$ cat config.mk
export PLATFORM = sky130hd
export DESIGN_NAME = bch_serial_encoder_flat
export DESIGN_NICKNAME = d
export VERILOG_FILES = /design/src/rtl/bch_serial_encoder_if.sv /design/src/rtl/bch_serial_encoder.sv /design/src/flat_wrapper.sv
export SDC_FILE = /design/constraint.sdc
export NUM_CORES = 1
export LEC_CHECK = 0
export ABC_AREA = 1
export CELL_PAD_IN_SITES_DETAIL_PLACEMENT = 0
export CELL_PAD_IN_SITES_GLOBAL_PLACEMENT = 1
export CORE_MARGIN = 1.5
export CORE_UTILIZATION = 39
export CTS_CLUSTER_DIAMETER = 200
export DETAILED_ROUTE_END_ITERATION = 7
export PLACE_DENSITY = 0.89
export SYNTH_ARGS = -nofsm -noshare
export SYNTH_HDL_FRONTEND = slang
export SYNTH_SLANG_ARGS = --single-unit
$ cat constraint.sdc
create_clock -name clk -period 1.9 [get_ports clk]
set_input_delay 0.38 -clock clk [delete_from_list [all_inputs] [get_ports clk]]
set_output_delay 0.38 -clock clk [all_outputs]
set_load 0.05 [all_outputs]
$ cat src/rtl/bch_serial_encoder_if.sv
// Stream bundle for the BCH(63,51) serial encoder.
//
// Purpose: groups the serial handshake (ready/valid/data in both directions)
// and the parallel codeword bus so the encoder and its environment connect
// through a single port.
//
// Signals:
//   ready_in      downstream can take a data_out bit this cycle
//   ready_out     encoder accepts a data_in bit this cycle
//   valid_in      data_in carries a valid message bit
//   valid_out     data_out carries a valid codeword bit
//   data_in       serial message bit
//   data_out      serial codeword bit
//   data_in_all   parallel 51-bit message (parallel build only)
//   data_out_all  63-bit codeword {message, parity}
//
// Modports: slave = encoder side, master = source/sink side.
interface bch_serial_encoder_if;
    logic        ready_in;
    logic        ready_out;
    logic        valid_in;
    logic        valid_out;
    logic        data_in;
    logic        data_out;
    logic [50:0] data_in_all;
    logic [62:0] data_out_all;

    modport slave (
        input  ready_in, valid_in, data_in, data_in_all,
        output ready_out, valid_out, data_out, data_out_all
    );

    modport master (
        output ready_in, valid_in, data_in, data_in_all,
        input  ready_out, valid_out, data_out, data_out_all
    );
endinterface

$ cat src/rtl/bch_serial_encoder.sv
// Systematic BCH(63,51) serial encoder, t=2,
// g(x) = x^12 + x^10 + x^8 + x^5 + x^4 + x^3 + 1.
//
// Purpose: accepts a 51-bit message serially (MSB first) and emits the
// 63-bit codeword serially: the 51 message bits followed by the 12 parity
// bits, MSB first. Each codeword bit leaves one cycle after the edge that
// produced it, with a one-cycle valid_out pulse. The last completed codeword
// is also presented in parallel on data_out_all.
//
// Ports:
//   clk   in  single clock, all logic on posedge
//   rst   in  asynchronous reset, active-low
//   bus   slave modport of bch_serial_encoder_if (serial handshake and
//         parallel codeword bus)
//
// Configuration macro BCH_PARALLEL_EN:
//   defined   - data_out_all = {data_in_all, parity(data_in_all)},
//               combinational; the serial path is unchanged.
//   undefined - data_in_all is ignored; data_out_all holds the last
//               codeword completed on the serial path.
module bch_serial_encoder (
    input  logic                 clk,
    input  logic                 rst,
    bch_serial_encoder_if.slave  bus
);

    // Low 12 coefficients of g(x); the x^12 term is the bit shifted out.
    localparam logic [11:0] GEN_LOW = 12'h539;

    typedef enum logic {
        MSG,
        PAR
    } state_t;

    state_t      state_q, state_d;
    logic [5:0]  cnt_q,   cnt_d;
    logic [11:0] lfsr_q,  lfsr_d;
    logic [11:0] par_q,   par_d;
    logic [50:0] msg_q,   msg_d;
    logic        dout_q,  dout_d;
    logic        vld_q,   vld_d;
    logic [62:0] all_q,   all_d;
    logic        accept;

    // One step of the division LFSR: feedback is the incoming bit XOR the
    // register MSB, and the generator is folded in when the feedback is set.
    function automatic logic [11:0] lfsr_step(input logic [11:0] s, input logic b);
        logic fb;
        fb = b ^ s[11];
        return {s[10:0], 1'b0} ^ (fb ? GEN_LOW : 12'h000);
    endfunction

    // Fully unrolled division of a whole message, MSB first.
    function automatic logic [11:0] par_of(input logic [50:0] m);
        logic [11:0] s;
        s = 12'h000;
        for (int i = 50; i >= 0; i--) begin
            s = lfsr_step(s, m[i]);
        end
        return s;
    endfunction

    assign bus.ready_out = (state_q == MSG) ? bus.ready_in : 1'b0;
    assign accept        = (state_q == MSG) && bus.valid_in && bus.ready_in;

    always_comb begin
        state_d = state_q;
        cnt_d   = cnt_q;
        lfsr_d  = lfsr_q;
        par_d   = par_q;
        msg_d   = msg_q;
        dout_d  = dout_q;
        vld_d   = 1'b0;
        all_d   = all_q;

        case (state_q)
            MSG: begin
                if (accept) begin
                    lfsr_d = lfsr_step(lfsr_q, bus.data_in);
                    dout_d = bus.data_in;
                    vld_d  = 1'b1;
                    msg_d  = {msg_q[49:0], bus.data_in};
                    if (cnt_q == 6'd50) begin
                        // Remainder is final here; keep a copy because the
                        // LFSR is consumed while shifting the parity out.
                        par_d   = lfsr_d;
                        cnt_d   = 6'd0;
                        state_d = PAR;
                    end else begin
                        cnt_d = cnt_q + 6'd1;
                    end
                end
            end
            PAR: begin
                if (bus.ready_in) begin
                    dout_d = lfsr_q[11];
                    lfsr_d = {lfsr_q[10:0], 1'b0};
                    vld_d  = 1'b1;
                    if (cnt_q == 6'd11) begin
                        all_d   = {msg_q, par_q};
                        lfsr_d  = 12'h000;
                        cnt_d   = 6'd0;
                        state_d = MSG;
                    end else begin
                        cnt_d = cnt_q + 6'd1;
                    end
                end
            end
            default: begin
                state_d = MSG;
                cnt_d   = 6'd0;
            end
        endcase
    end

    always_ff @(posedge clk or negedge rst) begin
        if (!rst) begin
            state_q <= MSG;
            cnt_q   <= 6'd0;
            lfsr_q  <= 12'h000;
            par_q   <= 12'h000;
            msg_q   <= 51'd0;
            dout_q  <= 1'b0;
            vld_q   <= 1'b0;
            all_q   <= 63'd0;
        end else begin
            state_q <= state_d;
            cnt_q   <= cnt_d;
            lfsr_q  <= lfsr_d;
            par_q   <= par_d;
            msg_q   <= msg_d;
            dout_q  <= dout_d;
            vld_q   <= vld_d;
            all_q   <= all_d;
        end
    end

    assign bus.data_out  = dout_q;
    assign bus.valid_out = vld_q;

`ifdef BCH_PARALLEL_EN
    logic unused_all;
    assign unused_all       = ^all_q;
    assign bus.data_out_all = {bus.data_in_all, par_of(bus.data_in_all)};
`else
    logic unused_in_all;
    assign unused_in_all    = ^bus.data_in_all;
    assign bus.data_out_all = all_q;
`endif

endmodule

$ cat src/flat_wrapper.sv
// flat-port wrapper written by rule: the top's interface ports become plain ports
module bch_serial_encoder_flat 
  (clk, rst, bus_ready_in, bus_valid_in, bus_data_in, bus_data_in_all, bus_ready_out, bus_valid_out, bus_data_out, bus_data_out_all);
  bch_serial_encoder_if bus_i ();
  input  logic clk;
  input  logic rst;
  input wire logic [$bits(bus_i.ready_in)-1:0] bus_ready_in;
  input wire logic [$bits(bus_i.valid_in)-1:0] bus_valid_in;
  input wire logic [$bits(bus_i.data_in)-1:0] bus_data_in;
  input wire logic [$bits(bus_i.data_in_all)-1:0] bus_data_in_all;
  output wire logic [$bits(bus_i.ready_out)-1:0] bus_ready_out;
  output wire logic [$bits(bus_i.valid_out)-1:0] bus_valid_out;
  output wire logic [$bits(bus_i.data_out)-1:0] bus_data_out;
  output wire logic [$bits(bus_i.data_out_all)-1:0] bus_data_out_all;
  assign bus_i.ready_in = bus_ready_in;
  assign bus_i.valid_in = bus_valid_in;
  assign bus_i.data_in = bus_data_in;
  assign bus_i.data_in_all = bus_data_in_all;
  assign bus_ready_out = bus_i.ready_out;
  assign bus_valid_out = bus_i.valid_out;
  assign bus_data_out = bus_i.data_out;
  assign bus_data_out_all = bus_i.data_out_all;
  bch_serial_encoder u_core (.clk(clk), .rst(rst), .bus(bus_i));
endmodule
; ---- After elaboration in Yosys (flattened, before gate mapping)
; Cells that the tools add are included.
[word_totals]
reg_bits = 147
output_inout_bits = 66
elab_cells = 44
[classes]
bitwise = 3
n_mux = 22
add_sub_neg = 1
n_reduce_logical = 6
n_eq_ne = 4
[ops]
columns = cell, n
row1 = 12-bit 2-to-1 mux, 3
row2 = 6-bit 2-to-1 mux, 4
row3 = 12-bit case mux with 2 select lines, 1
row4 = 6-bit case mux with 2 select lines, 1
row5 = 12-bit bitwise XOR, 1
row6 = 11-bit 2-to-1 mux, 1
row7 = 1-bit 2-to-1 mux, 9
row8 = "6-bit by 1-bit adder with 6-bit output, second input constant", 1
row9 = "6-bit by 4-bit equality test with 1-bit output, second input constant", 1
row10 = "6-bit equality test, second input constant", 1
row11 = 1-bit case mux with 2 select lines, 3
row12 = 3-bit AND reduction, 2
row13 = 2-bit AND reduction, 2
row14 = 1-bit logical AND, 2
row15 = "2-bit by 1-bit != test with 1-bit output, second input constant", 1
row16 = "2-bit != test, second input constant", 1
row17 = 1-bit inverter, 1
row18 = 1-bit bitwise XOR, 1

; ---- Logic depth before layout (Yosys ltp)
[logic_depth]
depth_word = 5
mapped_depth = 9

; ---- Worst setup path before layout
; No wires, ideal clock.
[synth_timing]
path_kind = input port to flip-flop
startpoint = input port bus_ready_in
endpoint = register u_core.msg_q[22]
arrival_ps = 1685
required_ps = 1769
n_path_buf = 3
stages = 8
path_slack_ps = 85
path_cell_list = buf_4 > inv_1 > nor2_2 > nand2_1 > buf_2 > buf_2 > nand2_1 > o21ai_0
[synth_via]
elab_chain_len = 2
[synth_lines]
columns = item, line_no
row1 = start: declaration, flat_wrapper.sv:7  ; input wire logic [$bits(bus_i.ready_in)-1:0] bus_ready_in;
row2 = 1-bit logical AND, bch_serial_encoder.sv:64  ; assign accept = (state_q == MSG) && bus.valid_in && bus.ready_in;
row3 = 2-bit AND reduction (no source line), n/a
row4 = end signal: assignment, bch_serial_encoder.sv:131  ; msg_q <= msg_d;
row5 = end: declaration, bch_serial_encoder.sv:39  ; logic [50:0] msg_q, msg_d;
; Every way passes these cells.
; A chain may end at the register's enable or synchronous reset.

; ---- Final worst setup path
[layout_timing]
startpoint = input port bus_ready_in
endpoint = output port bus_ready_out
[layout_via]
elab_chain_len = 1
[layout_lines]
columns = item, line_no
row1 = 1-bit 2-to-1 mux, bch_serial_encoder.sv:63  ; assign bus.ready_out = (state_q == MSG) ? bus.ready_in : 1'b0;
row2 = end: declaration, flat_wrapper.sv:11  ; output wire logic [$bits(bus_i.ready_out)-1:0] bus_ready_out;
; Every way passes these cells.

==> impl_metrics.json <==
{
  "rsz0062_at_grt": "no",
  "reg2reg_depth": 7,
  "pre_cts_ws_ps": 53.04,
  "postSynthCellCount": 639,
  "gp_congestion": 0.8355,
  "fin_nets": 773,
  "nFillCells": 1345,
  "pwr-share-clk_pct": 32.3,
  "rows": 44,
  "grt.overflow.total": 0,
  "cp.required_ps": 1520,
  "drt-total-wl_um": 11370,
  "antenna_found_initial": 0,
  "final.min_clock_period_ps": 1723,
  "firstDrtPassIters": 4,
  "power.switching_mw": 2.948,
  "startpoint": "bus_ready_in",
  "grt_max_degree": 104,
  "cp-end-kind": "output pin",
  "worstSetupPathType": "primary input to output pin",
  "io_pins": 122,
  "wl_per_cell_um": 12.49,
  "track_usage_pct": 15.40,
  "crit_path_end": "bus_ready_out",
  "synth_nets": 697,
  "ant_nets": 0,
  "r2r-start": "u_core.cnt_q[0]",
  "final_common_cell": "nand2_1",
  "fin_skew_ps": 4.755,
  "fin_ws_ps": 177.1,
  "layout_common_cells": "nand2_1 (188), dfrtp_1 (147), inv_1 (82)",
  "drc": 0,
  "core_um2": 14700,
  "drive_gt1_share_pct": 12.40,
  "vias": 4282,
  "combPwrFrac_pct": 20.2,
  "setup_viol": 0,
  "syn2layout_area_growth_pct": 23.64,
  "synth_warnings": 0,
  "rr_endpoint": "u_core.bus.data_out_all[15]",
  "hold_ws_ps": 477.7,
  "die_h_um": 126.3,
  "hpwlAfterDp_um": 7606,
  "hold_viol_final": 0,
  "cp-start-kind": "primary input",
  "finalSetupTns_ps": 0,
  "peakVddDrop_mv": 0.6829,
  "seq_area_frac_synth_pct": 62.05,
  "netlist_area_um2": 5928,
  "p_total_mw": 9.429,
  "grt_pass1_vias": 4211,
  "leakage_nw": 3.762,
  "clk_pin_slew_ps": 50,
  "clock_sinks": 147,
  "grt_pass1_wl_um": 19600,
  "viasPerCell": 4.705,
  "portBuffers": 70,
  "hp-class": "flop to flop",
  "drv_slew": 0,
  "clock.fmax_mhz": 580.4,
  "cts_root_buffer": "clkbuf_16",
  "ys_types": 25,
  "power_density_nw_per_um2": 1286,
  "htreeDepth": 4,
  "p_sw_share_pct": 31.27,
  "max_slew.worst_pin.slew_ps": 505.1,
  "period_share_pct": 90.68,
  "cp.arrival_ps": 1340,
  "ys_seq_elements": 147,
  "p_seq_share_pct": 47.5,
  "antenna_cells": 0,
  "start_util_pct": 40.33,
  "avgSynthCellArea_um2": 9.277,
  "outcome": "complete, no violations",
  "cts_setup_buffers": 0,
  "numCtsBuffers": 17,
  "internal_power_mw": 6.481,
  "slew_headroom_pct": 66.46,
  "cap_viol_max_count": 0,
  "clock_path_buffers": 2,
  "insertion_delay_ps": 410,
  "dieArea_um2": 15950,
  "drt_iter0_drc": 299,
  "tritoncts": "built",
  "path_max_fanout": 3,
  "rrSetupSlack_ps": 280,
  "die_x_um": 126.3
}
==> cells in the mapped netlist <==
master | number | share of area, %
nor2_2 | 2 | 0.21
nand4_4 | 1 | 0.36
or2_2 | 1 | 0.11
a21oi_1 | 11 | 0.93
o21ai_2 | 13 | 1.9
inv_2 | 1 | 0.063
nand2_4 | 1 | 0.19
buf_2 | 12 | 1.0
dfrtp_1 | 147 | 62
buf_6 | 8 | 1.5
nand3_1 | 22 | 1.9
ha_1 | 2 | 0.42
buf_4 | 1 | 0.13
inv_1 | 82 | 5.2
nand2_1 | 189 | 12
o21ai_1 | 43 | 3.6
a31oi_1 | 1 | 0.11
nand4_1 | 4 | 0.42
clkbuf_1 | 10 | 0.63
o21ai_0 | 69 | 5.8
o21a_1 | 1 | 0.13
clkinv_2 | 1 | 0.084
nor2_4 | 1 | 0.19
nor2_1 | 15 | 0.95
o22ai_1 | 1 | 0.11
==> kinds of logic after synthesis <==
group                    after synthesis  share of synthesized area, %
AND/OR/NAND/NOR                      236                         16.25
flip-flops                           147                         62.05
AO/OA/AOI/OAI                        139                         12.64
adder cells (fa/ha/maj)                2                        0.4221
buffers and inverters                115                         8.632
==> sequential cells by signal, summed over array words and instances (netlist names) <==
name and count:
u_core.bus.data_out 1, u_core.bus.data_out_all 63, u_core.bus.valid_out 1, u_core.cnt_q 6
u_core.lfsr_q 12, u_core.msg_q 51, u_core.par_q 12, u_core.state_q 1
==> power groups by stage <==
| stage | clock [mW] | sequential (mW) | combinational [mW] |
|---|---|---|---|
| 2_1_floorplan | 0 | 4.49 | 1.34 |
| 3_3_place_gp | 0 | 4.49 | 1.85 |
| 3_5_place_dp | 0 | 4.52 | 1.92 |
| 4_1_cts | 3.12 | 4.48 | 1.93 |
| 5_1_grt | 3.26 | 4.59 | 2.23 |
| 6_report | 3.05 | 4.48 | 1.90 |
==> critical path, cell delays in order <==
cell and delay (ps):
clkdlybuf4s50_1 490, inv_1 80, nor2_2 210, buf_12 170
==> worst min-delay path by stage <==
stage | cells past startpoint | slack (ps) | from | to
5_1_grt | 2 | 500 | u_core.bus.data_out_all[54] | u_core.bus.data_out_all[54]
4_1_cts | 2 | 480 | u_core.bus.data_out_all[10] | u_core.bus.data_out_all[10]
3_3_place_gp | 1 | 350 | rst | u_core.msg_q[6]
6_report | 2 | 480 | u_core.bus.data_out_all[40] | u_core.bus.data_out_all[40]
2_1_floorplan | 0 | 80 | rst | u_core.bus.data_out
3_5_place_dp | 1 | 370 | rst | u_core.bus.data_out_all[18]
==> routing by layer <==
layer,GRT usage (%),wire length [µm],vias to the layer above
met3,4.175,409,14
met5,0,0,-
met4,6.761,171,0
li1,-,-,2162
met2,24.37,5350,78
met1,20.01,5435,2028
==> layout make-up <==
| cell class | count | area, µm² | area share (%) |
|---|---|---|---|
| multi-input combinational | 377 | 1740 | 23.75 |
| sequential | 147 | 3679 | 50.19 |
| clock inverter | 6 | 55.05 | 0.7511 |
| clock buffer | 24 | 481.7 | 6.572 |
| inverter | 84 | 316.6 | 4.319 |
| timing repair buffer | 88 | 827.0 | 11.28 |
| tap | 184 | 230.2 | 3.141 |
==> through the flow <==
stage               util (%)  cell area [µm²]  std cells
CTS                    49.86             7330        910
finish                 49.86             7330        910
global route           49.86             7330        910
floorplan                  -             5928        639
global placement       46.50             6835        879
detailed placement     46.50             6835        879
==> what timing repair did <==
item                       in CTS  in global routing
hold endpoints to repair       46                  0
gates resized for setup        42                  0
setup endpoints to repair      42                  0
hold buffers                    1                  0
(Power assumes the default switching activity.)
